$ cat src/rtl/stream_pkg.sv
// Shared types and default widths for the stream burst controller slice.
package stream_pkg;

    typedef enum logic [0:0] {
        IDLE   = 1'b0,
        STREAM = 1'b1
    } stream_state_t;

    localparam int STREAM_ADDR_W_DEF = 8;
    localparam int STREAM_LEN_W_DEF  = 8;

endpackage

$ cat src/rtl/stream_burst_ctrl_if.sv
// Request, buffer-read and downstream stream signals of stream_burst_ctrl.
// Optional macro STREAM_BURST_CTRL_PKT_CNT_EN adds the 32-bit pkt_cnt signal.
interface stream_burst_ctrl_if
    import stream_pkg::*;
#(
    parameter int ADDR_W = STREAM_ADDR_W_DEF,
    parameter int LEN_W  = STREAM_LEN_W_DEF
);
    logic              get_fin;
    logic [LEN_W-1:0]  len;
    logic [ADDR_W-1:0] base;
    logic              dst_ready;
    logic              dst_valid;
    logic              dst_last;
    logic              stream_v;
    logic [ADDR_W-1:0] stream_a;
    logic              busy;
    logic              pend_ovf;
`ifdef STREAM_BURST_CTRL_PKT_CNT_EN
    logic [31:0]       pkt_cnt;
`endif

    // Controller side
    modport master (
        input  get_fin, len, base, dst_ready,
        output dst_valid, dst_last, stream_v, stream_a, busy, pend_ovf
`ifdef STREAM_BURST_CTRL_PKT_CNT_EN
        , output pkt_cnt
`endif
    );

    // Requester / sink side
    modport slave (
        output get_fin, len, base, dst_ready,
        input  dst_valid, dst_last, stream_v, stream_a, busy, pend_ovf
`ifdef STREAM_BURST_CTRL_PKT_CNT_EN
        , input pkt_cnt
`endif
    );

endinterface

$ cat src/rtl/agu_rt.sv
// Runtime-bounded beat index counter: reloads to 0 on start, advances on en,
// flags the final index when data equals fin.
module agu_rt #(
    parameter int W = 8
) (
    input  logic         clk,
    input  logic         rst,
    input  logic         start,
    input  logic         en,
    input  logic [W-1:0] fin,
    output logic [W-1:0] data,
    output logic         last
);

    // Index register; a reload takes priority over an advance on the same edge
    always_ff @(posedge clk or posedge rst) begin
        if (rst)        data <= '0;
        else if (start) data <= '0;
        else if (en)    data <= data + W'(1);
    end

    assign last = (data == fin);

endmodule

$ cat src/rtl/stream_burst_ctrl.sv
// Burst read-address generator with valid/last handshake toward a stream sink.
// One request may wait in a pending slot so bursts run back-to-back.
// Optional macro STREAM_BURST_CTRL_PKT_CNT_EN adds a completed-burst counter.
module stream_burst_ctrl
    import stream_pkg::*;
#(
    parameter int ADDR_W = STREAM_ADDR_W_DEF,
    parameter int LEN_W  = STREAM_LEN_W_DEF
) (
    input  logic                clk,
    input  logic                rst,
    stream_burst_ctrl_if.master bus
);

    stream_state_t     state, state_nxt;
    logic [ADDR_W-1:0] cur_base;
    logic [LEN_W-1:0]  cur_len;
    logic [LEN_W-1:0]  i;
    logic              i_last;
    logic              pend_v;
    logic [ADDR_W-1:0] pend_base;
    logic [LEN_W-1:0]  pend_len;
    logic              dst_valid_q;
    logic              dst_last_q;
    logic              pend_ovf_q;
    logic              stream_v;
    logic              last_issue;
    logic              load_act;
    logic              load_from_pend;
    logic              pend_set;
    logic              pend_clr;
    logic              ovf_set;

    assign stream_v   = (state == STREAM) & bus.dst_ready;
    assign last_issue = stream_v & i_last;

    agu_rt #(.W(LEN_W)) u_agu (
        .clk   (clk),
        .rst   (rst),
        .start (load_act),
        .en    (stream_v),
        .fin   (cur_len),
        .data  (i),
        .last  (i_last)
    );

    // State register
    always_ff @(posedge clk or posedge rst) begin
        if (rst) state <= IDLE;
        else     state <= state_nxt;
    end

    // Next state, active-register load and pending-slot control
    always_comb begin
        state_nxt      = state;
        load_act       = 1'b0;
        load_from_pend = 1'b0;
        pend_set       = 1'b0;
        pend_clr       = 1'b0;
        ovf_set        = 1'b0;
        unique case (state)
            IDLE: begin
                if (bus.get_fin) begin
                    load_act  = 1'b1;
                    state_nxt = STREAM;
                end
            end
            STREAM: begin
                if (last_issue) begin
                    if (pend_v) begin
                        // Slot drains into the active registers and is refilled
                        // by a same-edge request, so this case never overflows.
                        load_act       = 1'b1;
                        load_from_pend = 1'b1;
                        pend_set       = bus.get_fin;
                        pend_clr       = ~bus.get_fin;
                    end else if (bus.get_fin) begin
                        load_act = 1'b1;
                    end else begin
                        state_nxt = IDLE;
                    end
                end else if (bus.get_fin) begin
                    if (!pend_v) pend_set = 1'b1;
                    else         ovf_set  = 1'b1;
                end
            end
            default: state_nxt = IDLE;
        endcase
    end

    // Active burst registers
    always_ff @(posedge clk or posedge rst) begin
        if (rst) begin
            cur_base <= '0;
            cur_len  <= '0;
        end else if (load_act) begin
            cur_base <= load_from_pend ? pend_base : bus.base;
            cur_len  <= load_from_pend ? pend_len  : bus.len;
        end
    end

    // One-deep pending request slot and sticky overflow flag
    always_ff @(posedge clk or posedge rst) begin
        if (rst) begin
            pend_v     <= 1'b0;
            pend_base  <= '0;
            pend_len   <= '0;
            pend_ovf_q <= 1'b0;
        end else begin
            if (pend_set) begin
                pend_v    <= 1'b1;
                pend_base <= bus.base;
                pend_len  <= bus.len;
            end else if (pend_clr) begin
                pend_v <= 1'b0;
            end
            if (ovf_set) pend_ovf_q <= 1'b1;
        end
    end

    // Output beat registers; hold while downstream is not ready
    always_ff @(posedge clk or posedge rst) begin
        if (rst) begin
            dst_valid_q <= 1'b0;
            dst_last_q  <= 1'b0;
        end else if (bus.dst_ready) begin
            dst_valid_q <= stream_v;
            dst_last_q  <= last_issue;
        end
    end

`ifdef STREAM_BURST_CTRL_PKT_CNT_EN
    logic [31:0] pkt_cnt_q;

    // Completed-burst counter, counts accepted final beats
    always_ff @(posedge clk or posedge rst) begin
        if (rst)                                           pkt_cnt_q <= '0;
        else if (dst_valid_q & dst_last_q & bus.dst_ready) pkt_cnt_q <= pkt_cnt_q + 32'd1;
    end

    assign bus.pkt_cnt = pkt_cnt_q;
`endif

    assign bus.stream_v  = stream_v;
    assign bus.stream_a  = cur_base + ADDR_W'(i);
    assign bus.dst_valid = dst_valid_q;
    assign bus.dst_last  = dst_last_q;
    assign bus.busy      = (state == STREAM) | dst_valid_q;
    assign bus.pend_ovf  = pend_ovf_q;

endmodule
$ cat src/flat_wrapper.sv
// flat-port wrapper written by rule: the top's interface ports become plain ports
module stream_burst_ctrl_flat import stream_pkg::*;
#(
    parameter int ADDR_W = STREAM_ADDR_W_DEF,
    parameter int LEN_W  = STREAM_LEN_W_DEF
)
  (clk, rst, bus_get_fin, bus_len, bus_base, bus_dst_ready, bus_dst_valid, bus_dst_last, bus_stream_v, bus_stream_a, bus_busy, bus_pend_ovf);
  stream_burst_ctrl_if #(.ADDR_W(ADDR_W), .LEN_W(LEN_W)) bus_i ();
  input  logic clk;
  input  logic rst;
  input wire logic [$bits(bus_i.get_fin)-1:0] bus_get_fin;
  input wire logic [$bits(bus_i.len)-1:0] bus_len;
  input wire logic [$bits(bus_i.base)-1:0] bus_base;
  input wire logic [$bits(bus_i.dst_ready)-1:0] bus_dst_ready;
  output wire logic [$bits(bus_i.dst_valid)-1:0] bus_dst_valid;
  output wire logic [$bits(bus_i.dst_last)-1:0] bus_dst_last;
  output wire logic [$bits(bus_i.stream_v)-1:0] bus_stream_v;
  output wire logic [$bits(bus_i.stream_a)-1:0] bus_stream_a;
  output wire logic [$bits(bus_i.busy)-1:0] bus_busy;
  output wire logic [$bits(bus_i.pend_ovf)-1:0] bus_pend_ovf;
  assign bus_i.get_fin = bus_get_fin;
  assign bus_i.len = bus_len;
  assign bus_i.base = bus_base;
  assign bus_i.dst_ready = bus_dst_ready;
  assign bus_dst_valid = bus_i.dst_valid;
  assign bus_dst_last = bus_i.dst_last;
  assign bus_stream_v = bus_i.stream_v;
  assign bus_stream_a = bus_i.stream_a;
  assign bus_busy = bus_i.busy;
  assign bus_pend_ovf = bus_i.pend_ovf;
  stream_burst_ctrl #(.ADDR_W(ADDR_W), .LEN_W(LEN_W)) u_core (.clk(clk), .rst(rst), .bus(bus_i));
endmodule
$ cat config.mk
export PLATFORM = sky130hd
export DESIGN_NAME = stream_burst_ctrl_flat
export DESIGN_NICKNAME = d
export VERILOG_FILES = /design/src/rtl/stream_pkg.sv /design/src/rtl/stream_burst_ctrl_if.sv /design/src/rtl/agu_rt.sv /design/src/rtl/stream_burst_ctrl.sv /design/src/flat_wrapper.sv
export SDC_FILE = /design/constraint.sdc
export NUM_CORES = 1
export LEC_CHECK = 0
export CORE_UTILIZATION = 25
export DETAILED_ROUTE_END_ITERATION = 8
export SLEW_MARGIN = 30
export SYNTH_ARGS = -nofsm -noshare
export SYNTH_HDL_FRONTEND = slang
export SYNTH_HIERARCHICAL = 1
export SYNTH_SLANG_ARGS = --single-unit
export TNS_END_PERCENT = 50
$ cat constraint.sdc
create_clock -name clk -period 2.6 [get_ports clk]
set_clock_uncertainty 0.2 [all_clocks]
set_input_delay 0.26 -clock clk [delete_from_list [all_inputs] [get_ports clk]]
set_output_delay 0.26 -clock clk [all_outputs]
set_load 0.05 [all_outputs]
==> results of run 1 <==
-- layout make-up --
class | count | area (um^2)
Fill cell | 997 | 6510
Multi-Input combinational cell | 142 | 1380
Sequential cell | 45 | 1130
Timing Repair Buffer | 45 | 498
Tap cell | 133 | 166
Clock buffer | 5 | 68.8
Clock inverter | 2 | 35.0
Inverter | 8 | 30.0
-- layer usage --
metal,vias up,part of all wire [%],GRT usage [%]
li1,818,-,-
met1,792,47,13.1
met2,23,49,16.2
met3,7,2.9,2.37
met4,0,1.3,2.60
met5,-,0,0
-- registers in the layout, indices dropped and copies added (netlist names) --
name                  count
u_core/bus.dst_last       1
u_core/state              1
u_core/bus.pend_ovf       1
u_core/pend_base          8
u_core/bus.dst_valid      1
u_core/pend_len           8
u_core/cur_base           8
u_core/u_agu/data         8
u_core/cur_len            8
u_core/pend_v             1
-- synth_stat cells (4+ instances only) --
cell type  count
a21oi_1       11
buf_4          4
dfrtp_1       45
ha_1           8
inv_1          8
mux2_2        29
mux2_4        18
nand2_1        5
nand3_1        4
nand4_1        4
nor2_1         8
o21ai_0        7
xnor2_1       11
xor2_1         5
-- layout by cell type, fill, tap and decap left out, types with 2 or more instances in the layout --
cell type / instances
nand4_1: 4
ha_4: 2
mux2i_1: 3
buf_4: 13
mux2_4: 18
inv_1: 8
a21oi_1: 11
clkdlybuf4s50_1: 24
o21ai_0: 6
nand3_1: 4
mux2_2: 29
a21oi_4: 2
xnor2_1: 11
clkbuf_8: 5
buf_12: 8
xor2_1: 5
ha_1: 6
o211ai_1: 3
nand2_1: 5
nor2_1: 8
nand2b_1: 2
dfrtp_2: 3
or3_1: 3
dfrtp_1: 42
-- through the flow --
stage                     cells  instance area (um^2)  TNS, ps
after CTS                   376                  3220    -28.9
after global routing        380                  3310   -0.358
final                       380                  3310        0
after floorplan             204                  2550     -452
after detailed placement    369                  3110        0
after global placement      369                  3110        0
-- worst max-delay path, delay by kind of cell, from the launching register on --
kind	cells	cell delay (ps)
buffers and inverters	2	240
AO/OA/AOI/OAI	2	600
flip-flops	1	460
AND/OR/NAND/NOR	1	60
adder cells (fa/ha/maj)	2	400
-- power by group --
part / leakage (nW) / switching, mW / internal [mW]
registers: 0.537 / 0.246 / 1.00
logic: 0.773 / 1.45 / 1.48
clock network: 0.0540 / 0.212 / 0.279
total: 1.36 / 1.91 / 2.76
-- timing repair --
item | CTS | global route
cloned | 0 | 0
pin swaps | 0 | 3
gates resized for setup | 2 | 12
endpoints found under the setup margin | 3 | 5
buffers inserted | 0 | 4
-- cell families after synthesis --
kind of cell / after synthesis / share of synthesized area, %
adders and majority gates: 9 / 4.73
and+or+nand+nor: 33 / 7.24
xor gates and xnor gates: 16 / 5.52
muxes: 50 / 24.7
DFF: 45 / 44.3
buffers and inverters: 17 / 3.84
AOI/OAI and AO/OA: 34 / 9.66
-- final timing paths --
kind | from | endpoint | slack, ps | cells past startpoint
min | rst | u_core/u_agu/data[1]$_DFFE_PP0P_ | 50 | 2
max reg2reg | u_core/u_agu/data[5]$_DFFE_PP0P_ | u_core/u_agu/data[7]$_DFFE_PP0P_ | 210 | 9
min reg2reg | u_core/bus.pend_ovf$_DFFE_PP0P_ | u_core/bus.pend_ovf$_DFFE_PP0P_ | 300 | 1
max in group asynchronous | rst | u_core/bus.dst_valid$_DFFE_PP0P_ | 1670 | 3
max | u_core/u_agu/data[0]$_DFFE_PP0P_ | bus_stream_a[6] | 90 | 7
min in group clk | u_core/bus.pend_ovf$_DFFE_PP0P_ | u_core/bus.pend_ovf$_DFFE_PP0P_ | 300 | 1
==> results.md, run 1 <==
* DRC at 0
* Cell Chain, Critical Path: ha_4, inv_1, fa_2, nor2b_2, o31a_1, o311ai_4, buf_12
* Pwr per Cell Area at 1410 nW/um^2
* Max-capacitance violation count at 0
* WL final at 4820 um
* Dominant cell type by area after synthesis: dfrtp_1
* Core Footprint at 9820 um^2
* Top FF cell, synth: dfrtp_1
* Util after Layout at 33.7%
* Top cells by area, synth: dfrtp_1, mux2_2, mux2_4
* DP Worst Slack at 216 ps
* Final worst path period need at 2510 ps
* Fin nets at 276
* DPL Wire Length at 3630 um
* GR Util All Layers at 9.89%
* Fmax at 399 MHz
* Final Wtd Congestion at 0.766
* Seq/Total Area, Yosys at 44.3%
* # diodes at 0
* Tot Pwr at 4.67 mW
* Vias in the first global route at 1640
* Die area at 10600 um^2
* PortBufs at 32
* Critical-path top delay cell: dfrtp_2
* H-tree depth at 2
* Min-delay worst type: input pin to async pin
* Max incr delay on CP at 460 ps
* Post-synth ARST share at 100%
* Clk root buf: clkbuf_8
* Hold-fix buffer count after cts at 0
* Mapped cell area at 2540 um^2
* Synthesis-stage register bit count at 45
* Syn-to-layout area delta at 30.3%
* Crit. End Element: output port
* Status: complete, no violations
* First-pass GRT wire length at 7990 um
* Share of post-route cells with drive strength above 1 at 37.2%
* Initial antenna violation count at 0
* Setup violations, final at 0
* CTS Buf Count at 5
* Syn. warnings at 6
* Yosys cell types at 39
* Die X at 103 um
* Post-DRT Antenna Nets at 0
* Worst EP required at 2140 ps
* DRT iter0 DRCs at 56
* Ports at 33
* Clk Latency, worst-skew pair at 290 ps
* PnR worst setup slack at 91.8 ps
* Critical path class: flip-flop to output port
* Slew Limit Fails at 0
* CTS sink cnt at 45
* Largest net degree at the start of global routing at 38
* Synth top area share at 44.3%
* WL/cell at 12.7 um
* Post-synthesis instance total at 204
* Synthesized Nets at 233
* Setup crit start kind: flip-flop
* DRT Pass-1 Iters at 4
* Clock slew at reported path FFs at 80 ps
* Row count at 36
* Number of vias per cell at 4.32
* Final period util at 96.5%
* Crit path max fanout at 5
* DR vias at 1640
* EDFF count, synth at 0
* Peak VDD IR at 1390 uV
* Total grt overflow at 0
* Arr. time, crit path at 2050 ps
* Die H at 103 um
* Avg Inst Size Synth at 12.5 um^2
* Pleak at 1.36 nW
* WHS at 47.8 ps
* CTS tree: built
* Starting Density at 25.9%
* Worst-margin pin slew at 508 ps
* Clock buffer depth at 2
* Max-slew headroom at 66.0%
* Final number of hold-violating endpoints at 0
No activity file was read; power rests on OpenSTA's default activity.
==> run 2: changes to the inputs <==
Settings changed: SLEW_MARGIN 30 to default.
==> results of run 2 <==
Same layout as run 1: the final DEF is identical, and so are final timing and power.
==> run 3: changes to the inputs <==
Settings changed: CELL_PAD_IN_SITES_DETAIL_PLACEMENT from default to 0, CELL_PAD_IN_SITES_GLOBAL_PLACEMENT from default to 2, PLACE_DENSITY_LB_ADDON from default to 0.1, RECOVER_POWER from default to 50.
==> run 3 against run 2 <==
Cell area grew 1.7%. Count of clock-buffer cells in the layout up 2. Critical endpoint unchanged. Critical path type unchanged. Highest routed layer unchanged. Via count increased by 2.9%.
==> results.md, run 3 (synthesis gave the netlist of run 1 again) <==
* Status: complete, no violations
* PnR worst setup slack at 48.4 ps (-43.4 ps)
* Critical path class: flip-flop to output port
* Commonest non-fill, non-tap cell in the layout: dfrtp_1
* GR Util All Layers at 11.3% (+1.4 points)
* Row count at 36 (unchanged)
* Flop2flop setup slack at 200 ps (about the same)
* Clock buffer depth at 2 (unchanged)
* CTS Buf Count at 5 (unchanged)
* Slew Limit Fails at 0 (unchanged)
* Largest net degree at the start of global routing at 38 (unchanged)
* Fmax at 392 MHz (-1.7%)
* Pwr per Cell Area at 1410 nW/um^2 (-0.26%)
* Share of post-route cells with drive strength above 1 at 37.6% (+0.40 points)
* DP Worst Slack at 204 ps (-12.5 ps)
* # diodes at 0 (unchanged)
* Final worst path period need at 2550 ps (+43.4 ps)
* Die H at 103 um (unchanged)
* Total grt overflow at 0 (unchanged)
* DRT Pass-1 Iters at 4 (unchanged)
* Max-capacitance violation count at 0 (unchanged)
* Initial antenna violation count at 0 (unchanged)
* Syn-to-layout area delta at 32.5%
* Util after Layout at 34.3% (+0.56 points)
* Starting Density at 25.9% (unchanged)
* Worst-margin pin slew at 994 ps (+487 ps)
* Die area at 10600 um^2 (unchanged)
* Pleak at 1.40 nW (+2.3%)
* Hold-fix buffer count after cts at 0 (unchanged)
* Fin nets at 284 (+2.9%)
* CTS sink cnt at 45 (unchanged)
* DRT iter0 DRCs at 51 (-8.9%)
* Worst Reg-to-Reg Cells at 9 (unchanged)
* Vias in the first global route at 1661 (+1.3%)
* Clk Latency, worst-skew pair at 290 ps (about the same)
* WL final at 5400 um (+12%)
* Crit. End Element: output port
* Arr. time, crit path at 2090 ps (+40 ps)
* Setup crit start kind: flip-flop
* Clock slew at reported path FFs at 90 ps (about the same)
* DRC at 0 (unchanged)
* Final number of hold-violating endpoints at 0 (unchanged)
* H-tree depth at 2 (unchanged)
* WL/cell at 13.9 um (+9.8%)
* CTS tree: built
* Peak VDD IR at 965 uV (-31%)
* First-pass GRT wire length at 8770 um (+9.7%)
* PortBufs at 32 (unchanged)
* Number of vias per cell at 4.35 (+0.74%)
* Ports at 33 (unchanged)
* Worst EP required at 2140 ps (about the same)
* Fill cell count at 1043 (+4.6%)
* Tot Pwr at 4.73 mW (+1.4%)
* Final Wtd Congestion at 0.682 (-11%)
* RSZ-0062 raised after global routing: yes
* Crit path max fanout at 5 (unchanged)
* Final period util at 98.1% (+1.7 points)
* DPL Wire Length at 3970 um (+9.5%)
* Setup TNS at 0 ps (unchanged)
* DR vias at 1687 (+2.9%)
* Min-delay worst type: input pin to async pin
* Clk root buf: clkbuf_8
* Core Footprint at 9820 um^2 (unchanged)
* Setup violations, final at 0 (unchanged)
* Most frequent cells in the layout: dfrtp_1, mux2_2, clkdlybuf4s50_1
* Die X at 103 um (unchanged)
* Max-slew headroom at 33.7% (-32 points)
* Post-DRT Antenna Nets at 0 (unchanged)
==> run 3: cell types whose count changed in the layout (fill, tap and decap cells not counted), moves of 2 or more <==
cell             before  now
dlygate4sd3_1         0    3
clkbuf_1              0    3
a21oi_2               0    2
buf_4                13   17
a21oi_1              11    9
dfrtp_2               3    1
clkdlybuf4s50_1      24   21
dfrtp_1              42   44
==> run 3: worst max-delay path, stage by stage (launching register included) <==
cell and delay, ps:
dfrtp_1 420, buf_4 180, ha_4 250, nor2b_2 160, o31a_1 340, o311ai_4 260, buf_12 180
==> run 3: power by group <==
| part | total, mW | switching [mW] | internal (mW) |
|---|---|---|---|
| sequential | 1.21 | 0.212 | 1.00 |
| clock | 0.441 | 0.230 | 0.211 |
| combinational | 3.08 | 1.54 | 1.54 |
==> run 3: layout make-up <==
cell class              count  area [um^2]  share of cell area (%)
clock buffers               7         86.3                    2.57
inverters                   8         30.0                   0.892
repair buffers             53          561                    16.7
multi-input cells         142         1400                    41.4
well taps                 133          166                    4.94
flip-flops and latches     45         1130                    33.5
==> run 3: path summary, 6_finish.rpt <==
path | startpoint | end
max | u_core/u_agu/data[2]$_DFFE_PP0P_ | bus_stream_a[6]
min | rst | u_core/u_agu/data[7]$_DFFE_PP0P_
max reg2reg | u_core/u_agu/data[0]$_DFFE_PP0P_ | u_core/u_agu/data[5]$_DFFE_PP0P_
min reg2reg | u_core/bus.pend_ovf$_DFFE_PP0P_ | u_core/bus.pend_ovf$_DFFE_PP0P_
max in group asynchronous | rst | u_core/pend_base[2]$_DFFE_PP0P_
min in group clk | u_core/bus.pend_ovf$_DFFE_PP0P_ | u_core/bus.pend_ovf$_DFFE_PP0P_
==> run 3: layer usage <==
layer / part of all wire (%) / track usage, % / up-vias
li1: - / - / 837
met1: 49 / 15.8 / 819
met2: 46 / 17.4 / 25
met3: 3.1 / 2.17 / 6
met4: 1.3 / 3.58 / 0
met5: 0 / 0 / -
==> run 3: per-stage QoR <==
stage,instances,hold slack (ps),area [um^2]
after global routing,388,215,3370
after global placement,377,257,3190
after detailed placement,377,257,3190
final,388,179,3370
after floorplan,204,-124,2550
after CTS,384,71.3,3280
==> run 3: timing repair <==
action / CTS / global route
buffers inserted: 0 / 4
pin swaps: 1 / 2
resized for setup: 2 / 12
setup endpoints to repair: 4 / 4
